--- src/rtl/list_fold_sink_if.sv ---
// List handshake between a requesting consumer and a list producer.
// The consumer raises req; the producer answers with an ack strobe that
// qualifies eol and value for that single cycle.
interface list_fold_sink_if #(
    parameter int WIDTH = 8
) ();

    logic             req;
    logic             ack;
    logic             eol;
    logic [WIDTH-1:0] value;

    // Consumer side: issues requests, receives elements.
    modport master (
        output req,
        input  ack,
        input  eol,
        input  value
    );

    // Producer side: answers requests with elements or end-of-list.
    modport slave (
        input  req,
        output ack,
        output eol,
        output value
    );

endinterface

--- src/rtl/list_fold_sink.sv ---
// Consumer for list-producing blocks: pulls elements until end-of-list and
// folds them into a wrapping signed sum, a saturating count and signed
// min/max. A watchdog aborts the run if the producer stops answering.
module list_fold_sink #(
    parameter int WIDTH     = 8,
    parameter int ACC_WIDTH = 16,
    parameter int CNT_WIDTH = 8,
    parameter int TIMEOUT   = 1023
) (
    input  logic                 CLOCK_50,
    input  logic                 RESET_N,
    input  logic                 start,
    output logic                 done,
    list_fold_sink_if.master     lst,
    output logic [ACC_WIDTH-1:0] sum,
    output logic [CNT_WIDTH-1:0] count,
    output logic [WIDTH-1:0]     min_v,
    output logic [WIDTH-1:0]     max_v,
    output logic                 empty,
    output logic                 err_timeout
);

    localparam int WD_WIDTH = $clog2(TIMEOUT + 1);

    localparam logic [WIDTH-1:0] MOST_POS = {1'b0, {(WIDTH-1){1'b1}}};
    localparam logic [WIDTH-1:0] MOST_NEG = {1'b1, {(WIDTH-1){1'b0}}};

    typedef enum logic [1:0] {
        IDLE,
        REQ,
        GAP,
        DONE
    } state_t;

    state_t              state;
    state_t              state_nxt;
    logic [WD_WIDTH-1:0] wdog;

    logic run_start;
    logic elem_take;
    logic list_end;
    logic wd_expired;

    // start only matters while no run is in flight
    assign run_start  = start && ((state == IDLE) || (state == DONE));
    assign elem_take  = (state == REQ) && lst.ack && !lst.eol;
    assign list_end   = (state == REQ) && lst.ack && lst.eol;
    // Fires on the cycle after the watchdog has already counted TIMEOUT
    // unanswered cycles, so done lands TIMEOUT+1 cycles after req rises.
    assign wd_expired = (state == REQ) && !lst.ack && (wdog == WD_WIDTH'(TIMEOUT));

    // State register
    always_ff @(posedge CLOCK_50 or negedge RESET_N) begin
        if (!RESET_N) begin
            state <= IDLE;
        end else begin
            state <= state_nxt;
        end
    end

    // Next-state decode: one GAP cycle after every accepted element
    always_comb begin
        state_nxt = state;
        unique case (state)
            IDLE: begin
                if (start) begin
                    state_nxt = REQ;
                end
            end
            REQ: begin
                if (lst.ack) begin
                    state_nxt = lst.eol ? DONE : GAP;
                end else if (wd_expired) begin
                    state_nxt = DONE;
                end
            end
            GAP: begin
                state_nxt = REQ;
            end
            DONE: begin
                if (start) begin
                    state_nxt = REQ;
                end
            end
            default: begin
                state_nxt = IDLE;
            end
        endcase
    end

    // Outputs decoded from the state register, so req drops with reset
    always_comb begin
        lst.req = (state == REQ);
        done    = (state == DONE);
    end

    // Watchdog: counts unanswered request cycles, cleared in every GAP
    always_ff @(posedge CLOCK_50 or negedge RESET_N) begin
        if (!RESET_N) begin
            wdog <= '0;
        end else if (run_start || (state == GAP)) begin
            wdog <= '0;
        end else if ((state == REQ) && !lst.ack && !wd_expired) begin
            wdog <= wdog + WD_WIDTH'(1);
        end
    end

    // Fold accumulators: sum, saturating count, signed extremes
    always_ff @(posedge CLOCK_50 or negedge RESET_N) begin
        if (!RESET_N) begin
            sum   <= '0;
            count <= '0;
            min_v <= '0;
            max_v <= '0;
        end else if (run_start) begin
            sum   <= '0;
            count <= '0;
            min_v <= MOST_POS;
            max_v <= MOST_NEG;
        end else if (elem_take) begin
            sum <= sum + ACC_WIDTH'($signed(lst.value));
            if (count != '1) begin
                count <= count + CNT_WIDTH'(1);
            end
            if ($signed(lst.value) < $signed(min_v)) begin
                min_v <= lst.value;
            end
            if ($signed(lst.value) > $signed(max_v)) begin
                max_v <= lst.value;
            end
        end else if (list_end && (count == '0)) begin
            min_v <= '0;
            max_v <= '0;
        end
    end

    // Run status flags, settled on entry to DONE
    always_ff @(posedge CLOCK_50 or negedge RESET_N) begin
        if (!RESET_N) begin
            empty       <= 1'b0;
            err_timeout <= 1'b0;
        end else if (run_start) begin
            empty       <= 1'b0;
            err_timeout <= 1'b0;
        end else if (list_end) begin
            empty <= (count == '0);
        end else if (wd_expired) begin
            empty       <= 1'b0;
            err_timeout <= 1'b1;
        end
    end

endmodule

--- src/flat_wrapper.sv ---
// flat-port wrapper written by rule: the top's interface ports become plain ports
module list_fold_sink_flat 
#(
    parameter int WIDTH     = 8,
    parameter int ACC_WIDTH = 16,
    parameter int CNT_WIDTH = 8,
    parameter int TIMEOUT   = 1023
)
  (CLOCK_50, RESET_N, start, done, sum, count, min_v, max_v, empty, err_timeout, lst_req, lst_ack, lst_eol, lst_value);
  list_fold_sink_if #(.WIDTH(WIDTH)) lst_i ();
  input  logic CLOCK_50;
  input  logic RESET_N;
  input  logic start;
  output logic done;
  output logic [ACC_WIDTH-1:0] sum;
  output logic [CNT_WIDTH-1:0] count;
  output logic [WIDTH-1:0] min_v;
  output logic [WIDTH-1:0] max_v;
  output logic empty;
  output logic err_timeout;
  output wire logic [$bits(lst_i.req)-1:0] lst_req;
  input wire logic [$bits(lst_i.ack)-1:0] lst_ack;
  input wire logic [$bits(lst_i.eol)-1:0] lst_eol;
  input wire logic [$bits(lst_i.value)-1:0] lst_value;
  assign lst_req = lst_i.req;
  assign lst_i.ack = lst_ack;
  assign lst_i.eol = lst_eol;
  assign lst_i.value = lst_value;
  list_fold_sink #(.WIDTH(WIDTH), .ACC_WIDTH(ACC_WIDTH), .CNT_WIDTH(CNT_WIDTH), .TIMEOUT(TIMEOUT)) u_core (.CLOCK_50(CLOCK_50), .RESET_N(RESET_N), .start(start), .done(done), .lst(lst_i), .sum(sum), .count(count), .min_v(min_v), .max_v(max_v), .empty(empty), .err_timeout(err_timeout));
endmodule
--- config.mk ---
export PLATFORM = sky130hd
export DESIGN_NAME = list_fold_sink_flat
export DESIGN_NICKNAME = d
export VERILOG_FILES = /design/src/rtl/list_fold_sink_if.sv /design/src/rtl/list_fold_sink.sv /design/src/flat_wrapper.sv
export SDC_FILE = /design/constraint.sdc
export NUM_CORES = 1
export LEC_CHECK = 0
export CAP_MARGIN = 30
export CORE_ASPECT_RATIO = 0.8
export CORE_MARGIN = 5
export CORE_UTILIZATION = 49
export DETAILED_ROUTE_END_ITERATION = 8
export GPL_TIMING_DRIVEN = 0
export MAX_ROUTING_LAYER = met4
export PLACE_DENSITY_LB_ADDON = 0.3
export SYNTH_ARGS = -nofsm -noshare
export SYNTH_HDL_FRONTEND = slang
export SYNTH_SLANG_ARGS = --single-unit
export TNS_END_PERCENT = 30
--- constraint.sdc ---
create_clock -name CLOCK_50 -period 2.1 [get_ports CLOCK_50]
set_input_delay 0.21 -clock CLOCK_50 [delete_from_list [all_inputs] [get_ports CLOCK_50]]
set_output_delay 0.21 -clock CLOCK_50 [all_outputs]
set_load 0.01 [all_outputs]
==> results of run 1 <==
## cells by family after synthesis
| group | count (synthesis) | synth area share (%) |
|---|---|---|
| xor gates and xnor gates | 25 | 6.22 |
| adders and majority gates | 37 | 13.4 |
| buffers and inverters | 39 | 5.12 |
| AOI/OAI and AO/OA | 106 | 20.5 |
| DFF | 54 | 38.4 |
| muxes | 1 | 0.285 |
| and+or+nand+nor | 115 | 16.1 |
## per-layer routing
layer	track usage [%]	wire length, um	vias to the layer above
met3	4.14	444	8
met5	-	0	-
met2	33.2	4310	76
li1	-	-	1503
met4	4.41	78	0
met1	28.7	4500	1546
## repair_timing
item                                    CTS  global route
gates resized for setup                  32            13
endpoints found under the setup margin   34            34
hold endpoints to repair                 17             0
buffers inserted                         11             8
hold buffers                              1             0
pin swaps                                14             8
## cell type report
type | instances | area share (%)
Inverter | 28 | 2.29
Sequential cell | 54 | 29.4
Clock inverter | 1 | 0.191
Buffer | 9 | 1.52
Clock buffer | 7 | 2.10
Multi-Input combinational cell | 284 | 46.5
Timing Repair Buffer | 77 | 15.7
Tap cell | 87 | 2.37
## cell usage in the layout (no fill, tap or decap), types with 2 or more instances in the layout
cell type         n
dfrtp_1          54
clkdlybuf4s50_1  47
nand2_1          34
nor2_1           34
ha_1             31
inv_1            28
a21oi_1          28
buf_4            19
xor2_1           16
o21ai_0          14
xnor2_1           9
nand4_1           8
a22o_1            7
a221o_1           7
clkbuf_8          7
dlygate4sd2_1     7
o21ai_1           6
a21o_1            6
o21a_1            5
nand3_1           5
ha_4              5
a211oi_1          4
o211ai_1          4
nand2b_1          4
and3_1            4
or3_1             4
clkbuf_1          3
nor2b_1           3
o21bai_1          3
nand2_2           2
buf_2             2
a31oi_1           2
a21oi_2           2
o22ai_1           2
o21ai_2           2
## cells in the mapped netlist (all sizes together) (5+ instances only)
master / number / share of area [%]
xnor2: 9 / 2.2
a21o: 7 / 1.5
nand4: 8 / 1.4
o21a: 5 / 1.1
xor2: 16 / 4.0
and3: 5 / 0.89
ha: 36 / 13
a22o: 7 / 1.7
a21oi: 31 / 4.4
dfrtp: 54 / 38
a221o: 7 / 2.0
nand2: 36 / 3.9
clkbuf: 7 / 1.4
inv: 28 / 3.0
nand2b: 5 / 0.89
o21ai: 23 / 3.4
nor2: 35 / 3.7
nand3: 5 / 0.71
## worst max-delay path: cells and delay by family (launching register included)
family / cells / cell delay, ns
flip-flops: 1 / 0.40
buffers and inverters: 1 / 0.06
adder cells (fa/ha/maj): 1 / 0.13
AND/OR/NAND/NOR: 4 / 0.91
AO/OA/AOI/OAI: 2 / 0.56
## state kept, by name (all words and copies together) (netlist names)
| register | flops |
|---|---|
| u_core.count | 8 |
| u_core.empty | 1 |
| u_core.err_timeout | 1 |
| u_core.max_v | 8 |
| u_core.min_v | 8 |
| u_core.state | 2 |
| u_core.sum | 16 |
| u_core.wdog | 10 |
## report_power, final
part,internal [mW],switching (mW)
Combinational,1.96,1.94
Sequential,1.40,0.323
Clock,0.303,0.364
Total,3.66,2.62
## worst paths after layout
path,from,to,slack [ns],cells after the start
max,u_core.count[0]$_DFFE_PN0P_,u_core.min_v[2]$_DFFE_PN0P_,-0.05,8
min,RESET_N,u_core.sum[6]$_DFFE_PN0P_,0.36,2
max reg2reg,u_core.count[0]$_DFFE_PN0P_,u_core.min_v[2]$_DFFE_PN0P_,-0.05,8
min reg2reg,u_core.err_timeout$_DFFE_PN0P_,u_core.err_timeout$_DFFE_PN0P_,0.53,2
max in group asynchronous,RESET_N,u_core.count[1]$_DFFE_PN0P_,1.17,3
min in group CLOCK_50,lst_value[3],u_core.min_v[3]$_DFFE_PN0P_,0.43,2
## stage by stage
step	setup TNS (ns)	setup WS [ns]	area, um2
CTS	-0.0938	-0.0767	4490
global placement	-62.18	-0.936	4200
floorplan	-0.0534	-0.0250	3530
finish	-0.261	-0.0546	4600
global route	-2.27	-0.171	4600
detailed placement	-17.28	-0.950	4210
==> flow_results.xml, run 1 <==
<?xml version="1.0" encoding="UTF-8"?>
<metrics>
  <group name="run_status">
    <metric name="run_status" unit="">finished, violations left</metric>
    <metric name="failing_checks" unit="">negative setup slack</metric>
  </group>
  <group name="critical_path">
    <metric name="cpMaxStageDelayCell" unit="">or4b_4</metric>
    <metric name="crit_path_start_kind" unit="">register</metric>
    <metric name="critPathMaxStageDelay" unit="ns">0.47</metric>
    <metric name="critical_path.cell_chain" unit="">inv_1 -&gt; ha_1 -&gt; or4b_4 -&gt; nor4_4 -&gt; nor2b_1 -&gt; o21ai_2 -&gt; nand2_2 -&gt; a221o_1</metric>
    <metric name="crit_path_max_fanout" unit="">7</metric>
    <metric name="critPathRequiredTime" unit="ns">2.31</metric>
    <metric name="worst-endpoint-arrival" unit="ns">2.36</metric>
    <metric name="cp_class" unit="">register to register</metric>
    <metric name="worst_setup_path_end_kind" unit="">register</metric>
  </group>
  <group name="yosys">
    <metric name="syn_nets" unit="">427</metric>
    <metric name="synth_edf_count" unit="">0</metric>
    <metric name="ys.flop_type" unit="">dfrtp_1</metric>
    <metric name="netlist_area" unit="um2">3520</metric>
    <metric name="post_synth_num_cell_types" unit="">55</metric>
    <metric name="count_of_state_elements_after_synthesis" unit="">54</metric>
    <metric name="syn_avg_cell_area" unit="um2">9.33</metric>
    <metric name="seq_area_frac_synth" unit="%">38.4</metric>
    <metric name="asyncSetResetFlopFracSynth" unit="%">100</metric>
    <metric name="synth.yosys.warnings" unit="">0</metric>
    <metric name="syn-instance-count" unit="">377</metric>
  </group>
  <group name="final_layout">
    <metric name="layout-drive-gt1-share" unit="%">13.9</metric>
    <metric name="ff_latch_area" unit="um2">1350</metric>
    <metric name="num-nets-final" unit="">509</metric>
    <metric name="area_delta_synth_final" unit="%">30.7</metric>
    <metric name="final_core_utilization" unit="%">66.4</metric>
    <metric name="final_layout_fill_cell_count" unit="">581</metric>
    <metric name="num_antenna_cells" unit="">0</metric>
    <metric name="finalNonFillerCells" unit="">547</metric>
    <metric name="multi_input_area" unit="um2">2140</metric>
  </group>
  <group name="detailed_routing">
    <metric name="wire_per_inst" unit="um">17.1</metric>
    <metric name="ant_nets" unit="">0</metric>
    <metric name="detail_route.iter0.violations" unit="">142</metric>
    <metric name="route.final.wire_length" unit="mm">9.34</metric>
    <metric name="detailroute.via_count" unit="">3133</metric>
    <metric name="remaining_drc_errors" unit="">0</metric>
    <metric name="detailedRoute.firstPassIterationCount" unit="">4</metric>
    <metric name="post_drt_via_cell_ratio" unit="">5.73</metric>
  </group>
  <group name="global_routing">
    <metric name="number_of_global_route_vias_before_repair" unit="">3150</metric>
    <metric name="grt_pass1_wl" unit="mm">15.4</metric>
    <metric name="grt_remaining_overflow" unit="">0</metric>
    <metric name="grt_antenna_before_repair" unit="">0</metric>
    <metric name="groute.usage.overall" unit="%">21.1</metric>
    <metric name="pin_count_of_the_biggest_net_entering_global_routing" unit="">38</metric>
  </group>
  <group name="die">
    <metric name="num_rows" unit="">27</metric>
    <metric name="start_util" unit="%">50.8</metric>
    <metric name="die-width" unit="um">105</metric>
    <metric name="dieHeight" unit="um">85.8</metric>
    <metric name="design.core.area" unit="um2">6930</metric>
    <metric name="pin_count" unit="">57</metric>
    <metric name="floorplan.die_area" unit="um2">8990</metric>
  </group>
  <group name="cts">
    <metric name="clock_latency_late_sink" unit="ns">0.32</metric>
    <metric name="tritoncts_num_sinks" unit="">54</metric>
    <metric name="htreeDepth" unit="">2</metric>
    <metric name="clock-root-buffer" unit="">clkbuf_8</metric>
    <metric name="clockBufferDepth" unit="">2</metric>
    <metric name="tritoncts.num_buffers" unit="">5</metric>
    <metric name="clkSlewWorstSetupHoldPaths" unit="ns">0.11</metric>
    <metric name="tritoncts" unit="">yes</metric>
  </group>
  <group name="sta">
    <metric name="post_route_clock_period_utilization" unit="%">103</metric>
    <metric name="layout_min_cycle_time" unit="ns">2.15</metric>
    <metric name="slew_violations" unit="">0</metric>
    <metric name="hold_ws" unit="ns">0.359</metric>
    <metric name="worst-slew-pin-transition" unit="ns">0.642</metric>
    <metric name="hold_viol" unit="">0</metric>
    <metric name="rsz_0062_raised_after_global_routing" unit="">yes</metric>
    <metric name="timing.max_slew.rel_slack" unit="%">57.2</metric>
    <metric name="setup_violations" unit="">9</metric>
    <metric name="setup_slack" unit="ns">-0.0546</metric>
    <metric name="clock-skew-final" unit="ns">0.0157</metric>
    <metric name="clock.fmax" unit="GHz">0.464</metric>
  </group>
  <group name="pwr">
    <metric name="power_density" unit="nW/um2">1370</metric>
    <metric name="p_leak" unit="nW">2.10</metric>
    <metric name="p_total" unit="mW">6.28</metric>
    <metric name="peakVddDrop" unit="uV">709</metric>
  </group>
  <group name="flow_run">
    <metric name="max-cap-violations" unit="">0</metric>
  </group>
  <group name="place">
    <metric name="place.detailed.instances" unit="">521</metric>
    <metric name="finalWeightedCongestion" unit="">0.910</metric>
    <metric name="port-buffer-count" unit="">56</metric>
    <metric name="dp.final_hpwl" unit="mm">6.63</metric>
  </group>
  <group name="hold_path">
    <metric name="hp-class" unit="">input pin to asynchronous set/reset pin</metric>
  </group>
</metrics>
Power figures use the tool's default switching activity.
==> run 2, diff against run 1 <==
--- a/config.mk
+++ b/config.mk
@@ -8,8 +8,9 @@
 export CAP_MARGIN = 30
 export CORE_ASPECT_RATIO = 0.8
 export CORE_MARGIN = 5
-export CORE_UTILIZATION = 49
+export CORE_UTILIZATION = 41
 export DETAILED_ROUTE_END_ITERATION = 8
+export DONT_BUFFER_PORTS = 1
 export GPL_TIMING_DRIVEN = 0
 export MAX_ROUTING_LAYER = met4
 export PLACE_DENSITY_LB_ADDON = 0.3
==> constraint.sdc (replaced) <==
create_clock -name CLOCK_50 -period 2.67 [get_ports CLOCK_50]
set_input_delay 0.267 -clock CLOCK_50 [delete_from_list [all_inputs] [get_ports CLOCK_50]]
set_output_delay 0.267 -clock CLOCK_50 [all_outputs]
set_load 0.01 [all_outputs]
==> run 2 against run 1 <==
  * Global-route usage fell by 4.3 points
  * Sequential share of layout area rose by 6.2 points
  * Worst setup slack improved by 0.26 ns
  * Cell area is 17% lower
  * Fmax decreased by 12%
  * The run now ends clean
  * Clock-buffer cell count did not move
  * Register-to-register slack improved by 0.26 ns
  * Worst hold slack got worse by 0.27 ns
==> flow_results.xml, run 2 (synthesized netlist as in run 1, its figures left out) <==
<?xml version="1.0" encoding="UTF-8"?>
<metrics>
  <group name="detailed_routing">
    <metric name="wire_per_inst" unit="um">16.5</metric>
    <metric name="post_drt_via_cell_ratio" unit="">5.49</metric>
    <metric name="route.final.wire_length" unit="mm">8.24</metric>
    <metric name="detailedRoute.firstPassIterationCount" unit="">4</metric>
    <metric name="remaining_drc_errors" unit="">0</metric>
    <metric name="topRoutingLayerUsed" unit="">met4</metric>
    <metric name="wl_met1" unit="mm">4.13</metric>
    <metric name="wl_met3" unit="um">608</metric>
    <metric name="met2_routed_wirelength" unit="mm">3.46</metric>
    <metric name="ant_nets" unit="">0</metric>
    <metric name="detail_route.iter0.violations" unit="">124</metric>
    <metric name="detailroute.via_count" unit="">2741</metric>
  </group>
  <group name="flow_run">
    <metric name="max-cap-violations" unit="">0</metric>
  </group>
  <group name="critical_path">
    <metric name="cp_class" unit="">register to register</metric>
    <metric name="worst_setup_path_end_kind" unit="">register</metric>
    <metric name="worst-endpoint-arrival" unit="ns">2.68</metric>
    <metric name="crit_path_max_fanout" unit="">4</metric>
    <metric name="critPathRequiredTime" unit="ns">2.89</metric>
    <metric name="crit_path_start_kind" unit="">register</metric>
  </group>
  <group name="final_layout">
    <metric name="final_cell_mix" unit="">dfrtp_1 (54), ha_1 (36), nand2_1 (35), nor2_1 (35), a21oi_1 (30)</metric>
    <metric name="largest_registers" unit="">u_core.sum: 16 flops, u_core.wdog: 10 flops</metric>
    <metric name="final_layout_fill_cell_count" unit="">813</metric>
    <metric name="num_antenna_cells" unit="">0</metric>
    <metric name="multi_input_area" unit="um2">2000</metric>
    <metric name="num-nets-final" unit="">436</metric>
    <metric name="layout-drive-gt1-share" unit="%">5.94</metric>
    <metric name="mostFrequentLayoutCell" unit="">dfrtp_1</metric>
    <metric name="area_delta_synth_final" unit="%">7.97</metric>
    <metric name="final_core_utilization" unit="%">45.0</metric>
    <metric name="largest_reg_flops" unit="">16</metric>
    <metric name="largest-register" unit="">u_core.sum</metric>
    <metric name="ff_latch_area" unit="um2">1350</metric>
    <metric name="final_design_area_no_fill" unit="um2">3800</metric>
    <metric name="finalNonFillerCells" unit="">499</metric>
  </group>
  <group name="global_routing">
    <metric name="grt_remaining_overflow" unit="">0</metric>
    <metric name="grt_antenna_before_repair" unit="">0</metric>
    <metric name="pin_count_of_the_biggest_net_entering_global_routing" unit="">55</metric>
    <metric name="number_of_global_route_vias_before_repair" unit="">2681</metric>
    <metric name="groute.usage.overall" unit="%">16.9</metric>
    <metric name="grt_pass1_wl" unit="mm">14.0</metric>
  </group>
  <group name="die">
    <metric name="start_util" unit="%">41.7</metric>
    <metric name="pin_count" unit="">57</metric>
    <metric name="dieHeight" unit="um">92.9</metric>
    <metric name="num_rows" unit="">30</metric>
    <metric name="design.core.area" unit="um2">8450</metric>
    <metric name="die-width" unit="um">114</metric>
    <metric name="floorplan.die_area" unit="um2">10500</metric>
  </group>
  <group name="place">
    <metric name="port-buffer-count" unit="">0</metric>
    <metric name="dp.final_hpwl" unit="mm">6.25</metric>
    <metric name="placed_cell_area" unit="um2">3660</metric>
    <metric name="place.detailed.instances" unit="">489</metric>
    <metric name="finalWeightedCongestion" unit="">0.873</metric>
    <metric name="placement.setup.worst_slack" unit="ns">0.165</metric>
  </group>
  <group name="hold_path">
    <metric name="hp-class" unit="">input pin to register</metric>
  </group>
  <group name="cts">
    <metric name="clockBufferDepth" unit="">2</metric>
    <metric name="tritoncts.num_buffers" unit="">5</metric>
    <metric name="clock-root-buffer" unit="">clkbuf_8</metric>
    <metric name="tritoncts_num_sinks" unit="">54</metric>
    <metric name="clock_latency_late_sink" unit="ns">0.31</metric>
    <metric name="htreeDepth" unit="">2</metric>
    <metric name="tritoncts" unit="">yes</metric>
    <metric name="post-cts-setup-buffers" unit="">0</metric>
    <metric name="clkSlewWorstSetupHoldPaths" unit="ns">0.10</metric>
  </group>
  <group name="sta">
    <metric name="setup_violations" unit="">0</metric>
    <metric name="hold_viol" unit="">0</metric>
    <metric name="rsz_0062_raised_after_global_routing" unit="">no</metric>
    <metric name="hold_ws" unit="ns">0.0868</metric>
    <metric name="setup_slack" unit="ns">0.208</metric>
    <metric name="timing.max_slew.rel_slack" unit="%">59.0</metric>
    <metric name="slew_violations" unit="">0</metric>
    <metric name="worst-slew-pin-transition" unit="ns">0.615</metric>
    <metric name="clock-skew-final" unit="ns">0.0162</metric>
    <metric name="post_route_clock_period_utilization" unit="%">92.2</metric>
    <metric name="clock.fmax" unit="GHz">0.406</metric>
    <metric name="layout_min_cycle_time" unit="ns">2.46</metric>
    <metric name="finalSetupTns" unit="ns">0</metric>
  </group>
  <group name="pwr">
    <metric name="peakVddDrop" unit="uV">369</metric>
    <metric name="p_total" unit="mW">4.01</metric>
    <metric name="p_leak" unit="nW">1.77</metric>
    <metric name="power_density" unit="nW/um2">1050</metric>
  </group>
  <group name="run_status">
    <metric name="run_status" unit="">finished clean</metric>
  </group>
</metrics>
[run 2: final timing paths]
| kind | slack [ns] | depth (start not counted) | startpoint | to |
|---|---|---|---|---|
| setup / recovery | 0.21 | 10 | u_core.sum[0]$_DFFE_PN0P_ | u_core.sum[14]$_DFFE_PN0P_ |
| hold / removal | 0.09 | 1 | lst_value[6] | u_core.max_v[6]$_DFFE_PN0P_ |
| setup reg to reg | 0.21 | 10 | u_core.sum[0]$_DFFE_PN0P_ | u_core.sum[14]$_DFFE_PN0P_ |
| hold reg to reg | 0.55 | 2 | u_core.wdog[8]$_DFFE_PN0P_ | u_core.wdog[8]$_DFFE_PN0P_ |
| max in group asynchronous | 1.92 | 2 | RESET_N | u_core.count[3]$_DFFE_PN0P_ |
| min in group asynchronous | 0.49 | 2 | RESET_N | u_core.max_v[4]$_DFFE_PN0P_ |
[run 2: final cells by class]
class,instances,area share (%)
buffer,11,2.01
clock buffer,7,2.27
clock inverter,1,0.132
inverter,28,2.77
multi-input combinational,284,52.6
sequential,54,35.6
tap,112,3.69
timing repair buffer,2,0.988
[run 2: repair_timing]
action                                 4_1_cts  5_1_grt
hold buffers                                 2        0
setup endpoints to repair                    0        9
gates resized for setup                      0        4
endpoints found under the hold margin       54        0
[run 2: power by group]
| group | internal (mW) | switching (mW) | leakage [nW] | total, mW |
|---|---|---|---|---|
| Clock | 0.210 | 0.274 | 0.0482 | 0.485 |
| Combinational | 0.873 | 1.14 | 1.01 | 2.01 |
| Sequential | 1.10 | 0.412 | 0.712 | 1.51 |
[run 2: metal layers]
| metal | GRT usage [%] | vias to the layer above |
|---|---|---|
| met5 | - | - |
| met4 | 2.30 | 0 |
| met3 | 5.36 | 6 |
| met2 | 24.9 | 75 |
| met1 | 23.3 | 1297 |
| li1 | - | 1363 |
[run 2: critical path: stages, from the launching register on]
cell and delay (ns):
dfrtp_1 0.46, ha_1 0.23, inv_1 0.06, fa_1 0.37, nand2b_1 0.20, a21oi_2 0.22, o2111a_1 0.28, o21ai_0 0.16
xnor2_1 0.18, nand2_1 0.07, a21oi_1 0.15
